[src/rtl/pipe_stage_reg.sv]
// Inter-stage pipeline register (D/E, E/M, M/W) with stall, flush, Tnew countdown and forwarding-ready flag.
// Latency: one cycle from any input to the matching output; outputs are driven only by flops.
// Backpressure: en=0 holds the slot (Tnew still counts down); flush overrides en and inserts a bubble.
module pipe_stage_reg #(
    parameter int DATA_W           = 32,
    parameter int N_WORDS          = 3,
    parameter int CTRL_W           = 8,
    parameter int TNEW_W           = 2,
    parameter int AREG_W           = 5,
    parameter bit KEEP_PC_ON_FLUSH = 1'b1
) (
    input  logic                      clk,
    input  logic                      reset,
    input  logic                      en,
    input  logic                      flush,
    input  logic                      valid_i,
    input  logic                      regwrite_i,
    input  logic [CTRL_W-1:0]         ctrl_i,
    input  logic [N_WORDS*DATA_W-1:0] data_i,
    input  logic [31:0]               pc_i,
    input  logic [AREG_W-1:0]         awrite_i,
    input  logic [TNEW_W-1:0]         tnew_i,
    output logic                      valid_o,
    output logic                      regwrite_o,
    output logic [CTRL_W-1:0]         ctrl_o,
    output logic [N_WORDS*DATA_W-1:0] data_o,
    output logic [31:0]               pc_o,
    output logic [AREG_W-1:0]         awrite_o,
    output logic [TNEW_W-1:0]         tnew_o,
    output logic                      fwd_rdy_o
);

    // Everything the stage holds for one instruction slot.
    typedef struct packed {
        logic                      valid;
        logic                      regwrite;
        logic [CTRL_W-1:0]         ctrl;
        logic [N_WORDS*DATA_W-1:0] data;
        logic [31:0]               pc;
        logic [AREG_W-1:0]         awrite;
        logic [TNEW_W-1:0]         tnew;
        logic                      fwd_rdy;
    } slot_t;

    slot_t cur_slot;
    slot_t nxt_slot;

    // Tnew counts down by one per cycle and sticks at zero; it never wraps.
    function automatic logic [TNEW_W-1:0] dec_sat(input logic [TNEW_W-1:0] t);
        return (t == '0) ? '0 : t - TNEW_W'(1);
    endfunction

    // Next slot contents: flush beats stall beats load; fwd_rdy is derived from the chosen result.
    always_comb begin
        nxt_slot      = cur_slot;
        nxt_slot.tnew = dec_sat(cur_slot.tnew);
        if (flush) begin
            nxt_slot = '0;
            // The bubble carries the PC of the discarded instruction so EPC can still be taken from it.
            if (KEEP_PC_ON_FLUSH) begin
                nxt_slot.pc = pc_i;
            end
        end else if (en) begin
            nxt_slot.valid    = valid_i;
            nxt_slot.regwrite = regwrite_i;
            nxt_slot.ctrl     = ctrl_i;
            nxt_slot.data     = data_i;
            nxt_slot.pc       = pc_i;
            nxt_slot.awrite   = awrite_i;
            nxt_slot.tnew     = dec_sat(tnew_i);
        end
        // $0 is never a real producer, so it never reports ready.
        nxt_slot.fwd_rdy = nxt_slot.valid & nxt_slot.regwrite & (|nxt_slot.awrite) &
                           (nxt_slot.tnew == '0);
    end

    // Slot register with synchronous active-low clear that dominates flush and en.
    always_ff @(posedge clk) begin
        if (!reset) begin
            cur_slot <= '0;
        end else begin
            cur_slot <= nxt_slot;
        end
    end

    assign valid_o    = cur_slot.valid;
    assign regwrite_o = cur_slot.regwrite;
    assign ctrl_o     = cur_slot.ctrl;
    assign data_o     = cur_slot.data;
    assign pc_o       = cur_slot.pc;
    assign awrite_o   = cur_slot.awrite;
    assign tnew_o     = cur_slot.tnew;
    assign fwd_rdy_o  = cur_slot.fwd_rdy;

endmodule

[config.mk]
export PLATFORM = sky130hd
export DESIGN_NAME = pipe_stage_reg
export DESIGN_NICKNAME = d
export VERILOG_FILES = /design/src/rtl/pipe_stage_reg.sv
export SDC_FILE = /design/constraint.sdc
export NUM_CORES = 1
export LEC_CHECK = 0
export ABC_AREA = 1
export ABC_CLOCK_PERIOD_IN_PS = 1300
export BUFFER_PORTS_ARGS = -buffer_cell sky130_fd_sc_hd__buf_2
export CAP_MARGIN = 20
export CORE_ASPECT_RATIO = 1.2
export CORE_MARGIN = 3
export CORE_UTILIZATION = 34
export DETAILED_ROUTE_END_ITERATION = 10
export PLACE_DENSITY_LB_ADDON = 0.25
export RECOVER_POWER = 100
export SYNTH_ARGS = -nofsm -noshare
export SYNTH_HDL_FRONTEND = slang
export SYNTH_SLANG_ARGS = --single-unit
[constraint.sdc]
create_clock -name clk -period 1.3 [get_ports clk]
set_input_delay 0.26 -clock clk [delete_from_list [all_inputs] [get_ports clk]]
set_output_delay 0.26 -clock clk [all_outputs]
set_load 0.05 [all_outputs]
==> flow_summary.yaml <==
run_status:
  status: "finished, final reports clean"
route:
  antenna_left: 0
  wl_per_cell_um: 13.8
  drc: 0
  drt_iter0_drc: 233
  wl_um: 16000
  vias: 5175
  drt_pass1_iterations: 4
  vias_per_cell: 4.44
cells_and_area:
  fin_cells: 1165
  fin_util_pct: 51.3
  n_antenna_cell: 0
  syn_to_final_growth_pct: 45.7
  layout.nets: 1098
  drive_gt1_share_pct: 39.9
pwr:
  pwr-share-seq_pct: 41.6
  powerDensity_mw_per_mm2: 1460
  p_switching_uw: 3070
  p_leak_uw: 0.00369
  power_frac_clock_pct: 43.4
  p_comb_share_pct: 15.1
  internal-power_uw: 8360
  switching_share_pct: 26.9
  peakVddDrop_uv: 782
placed_design:
  globalplace.congestion: 0.756
  dp_cells: 1134
  io_buffers: 294
  hpwl_um: 11700
  place_ws_ns: 0.0863
timing:
  fin_ws_ns: 0.0355
  post-route-period-util_pct: 97.3
  rsz0062_at_grt: "no"
  setup_viol: 0
  slew_headroom_pct: 66.2
  slew_viol_final: 0
  final_hold_viol_count: 0
  worst_pin_slew_ns: 0.507
  tns_ns: 0
  fin_crit_ns: 1.26
  fin_hold_ws_ns: 0.0832
  clock_skew_ns: 0.00267
  max_clock_freq_ghz: 0.791
yosys:
  syn_inst: 661
  avgSynthCellArea_sq_um: 8.14
  yosysWarningCount: 0
  ys_types: 15
  synth_area_sq_mm: 0.00538
  synthesis.nets: 810
  synth_seq_cells: 146
  yosysSeqAreaShare_pct: 54.4
critical_path:
  crit_family: "flip-flops"
  crit_arrival_ns: 1.00
  critPathLaunchType: "register"
  worst-path-buf-inv: 1
  endpoint_kind: "output port"
  critPathMaxFanout: 2
  crit_path_top_delay_cell: "dfxtp_1"
  worstSetupPathType: "reg -> out"
  crit_chain: "buf_2"
  slowest_delay_ns: 0.33
  critPathRequiredTime_ns: 1.04
grt:
  gr-total-overflow: 0
  grt_max_degree: 47
  grt_antenna_before_repair: 0
  grt_pass1_wl_um: 24700
  grt.total_usage_pct: 18.0
  grt_pass1_vias: 4914
flow_run:
  drv_cap: 0
die:
  die_w_um: 121
  core-area_sq_mm: 0.0153
  start_util_pct: 35.2
  die_h_um: 144
  dieArea_sq_mm: 0.0174
  rows: 49
  io_pins: 295
hold_path:
  hold_class: "in -> reg"
clock_tree:
  clockBufferDepth: 2
  cts_buffers: 17
  cts_root_buf: "clkbuf_16"
  cts_hold_buf: 0
  clk_pin_slew_ns: 0.06
  cts_tree: "built"
  cts_max_level: 4
  clkLatencyLatePin_ns: 0.41
  clock_sinks: 146
## power by group through the flow
stage | logic (uW) | clock network, uW | registers (uW)
global route | 1860 | 5310 | 4770
detailed placement | 1700 | 0 | 4840
finish | 1720 | 4960 | 4750
global placement | 1700 | 0 | 4840
CTS | 1720 | 5110 | 4750
floorplan | 505 | 0 | 5480
## path summary, 6_finish.rpt
path | to | cells past startpoint | slack [ns] | start
worst max-delay path | data_o[50] | 1 | 0.04 | data_o[50]
worst min-delay path | pc_o[5] | 3 | 0.08 | pc_i[5]
worst max register to register | fwd_rdy_o | 6 | 0.39 | awrite_o[4]
worst min register to register | data_o[74] | 2 | 0.46 | data_o[74]
## layout make-up
class | count | area, sq um
fill | 1550 | 7430
sequential | 146 | 2920
multi-input combinational | 454 | 2040
timing repair buffer | 314 | 1950
clock buffer | 22 | 474
tap | 204 | 255
clock inverter | 9 | 130
inverter | 16 | 62.6
## timing repair
action,CTS,global route
buffers inserted,0,0
resized for setup,22,89
cloned,0,0
setup endpoints to repair,22,84
pin swaps,0,0
## cells in the mapped netlist (all sizes together)
library cell	instances	area, sq um
o211ai	2	15.0
clkbuf	10	37.5
nand2	231	867
buf	35	225
a21oi	104	746
nand3	7	35.0
inv	16	60.1
o21ai	33	165
dfxtp	146	2920
nor2	77	304
## metal layers
metal	global-route usage, %	wire length [um]	share of wire [%]
met1	21.2	6410	40
met2	30.3	7960	50
met3	6.93	1420	8.9
met4	5.67	240	1.5
met5	0	0	0
## cell usage in the layout, fill, tap and decap left out, types with 2 or more instances in the layout
cell type  synthesis  layout
buf_4              0      35
clkbuf_1          10       3
o211ai_1           2       2
buf_12             0       5
clkbuf_16          0      17
clkbuf_8           0       3
o21ai_1            5       5
o21ai_0           28      28
buf_6              8       3
a21oi_1           44      66
clkinv_2           0       3
nand2_1          231     231
buf_2             27     190
bufinv_16          0       3
nor2_1            75      76
clkbuf_4           0      78
clkinv_4           0       2
nand3_1            7       7
inv_1             13      14
clkbuf_2           0       2
a21oi_2           60      38
dfxtp_1          146     146
## flip-flops by register name, summed over array words and instances (netlist names)
signal / count
fwd_rdy_o: 1
ctrl_o: 8
tnew_o: 2
pc_o: 32
data_o: 96
valid_o: 1
awrite_o: 5
regwrite_o: 1
## cell families after synthesis
kind of cell / share of synthesized area (%)
simple gates: 22.4
compound gates: 17.2
flops: 54.4
buf+inv: 6.00
## stage by stage
step           instance area [sq um]  power [uW]
6_report                        7830       11400
5_1_grt                         7830       11900
3_5_place_dp                    7070        6550
4_1_cts                         7730       11600
2_1_floorplan                   5380        5990
3_3_place_gp                    7070        6540
Power figures use the tool's default switching activity.
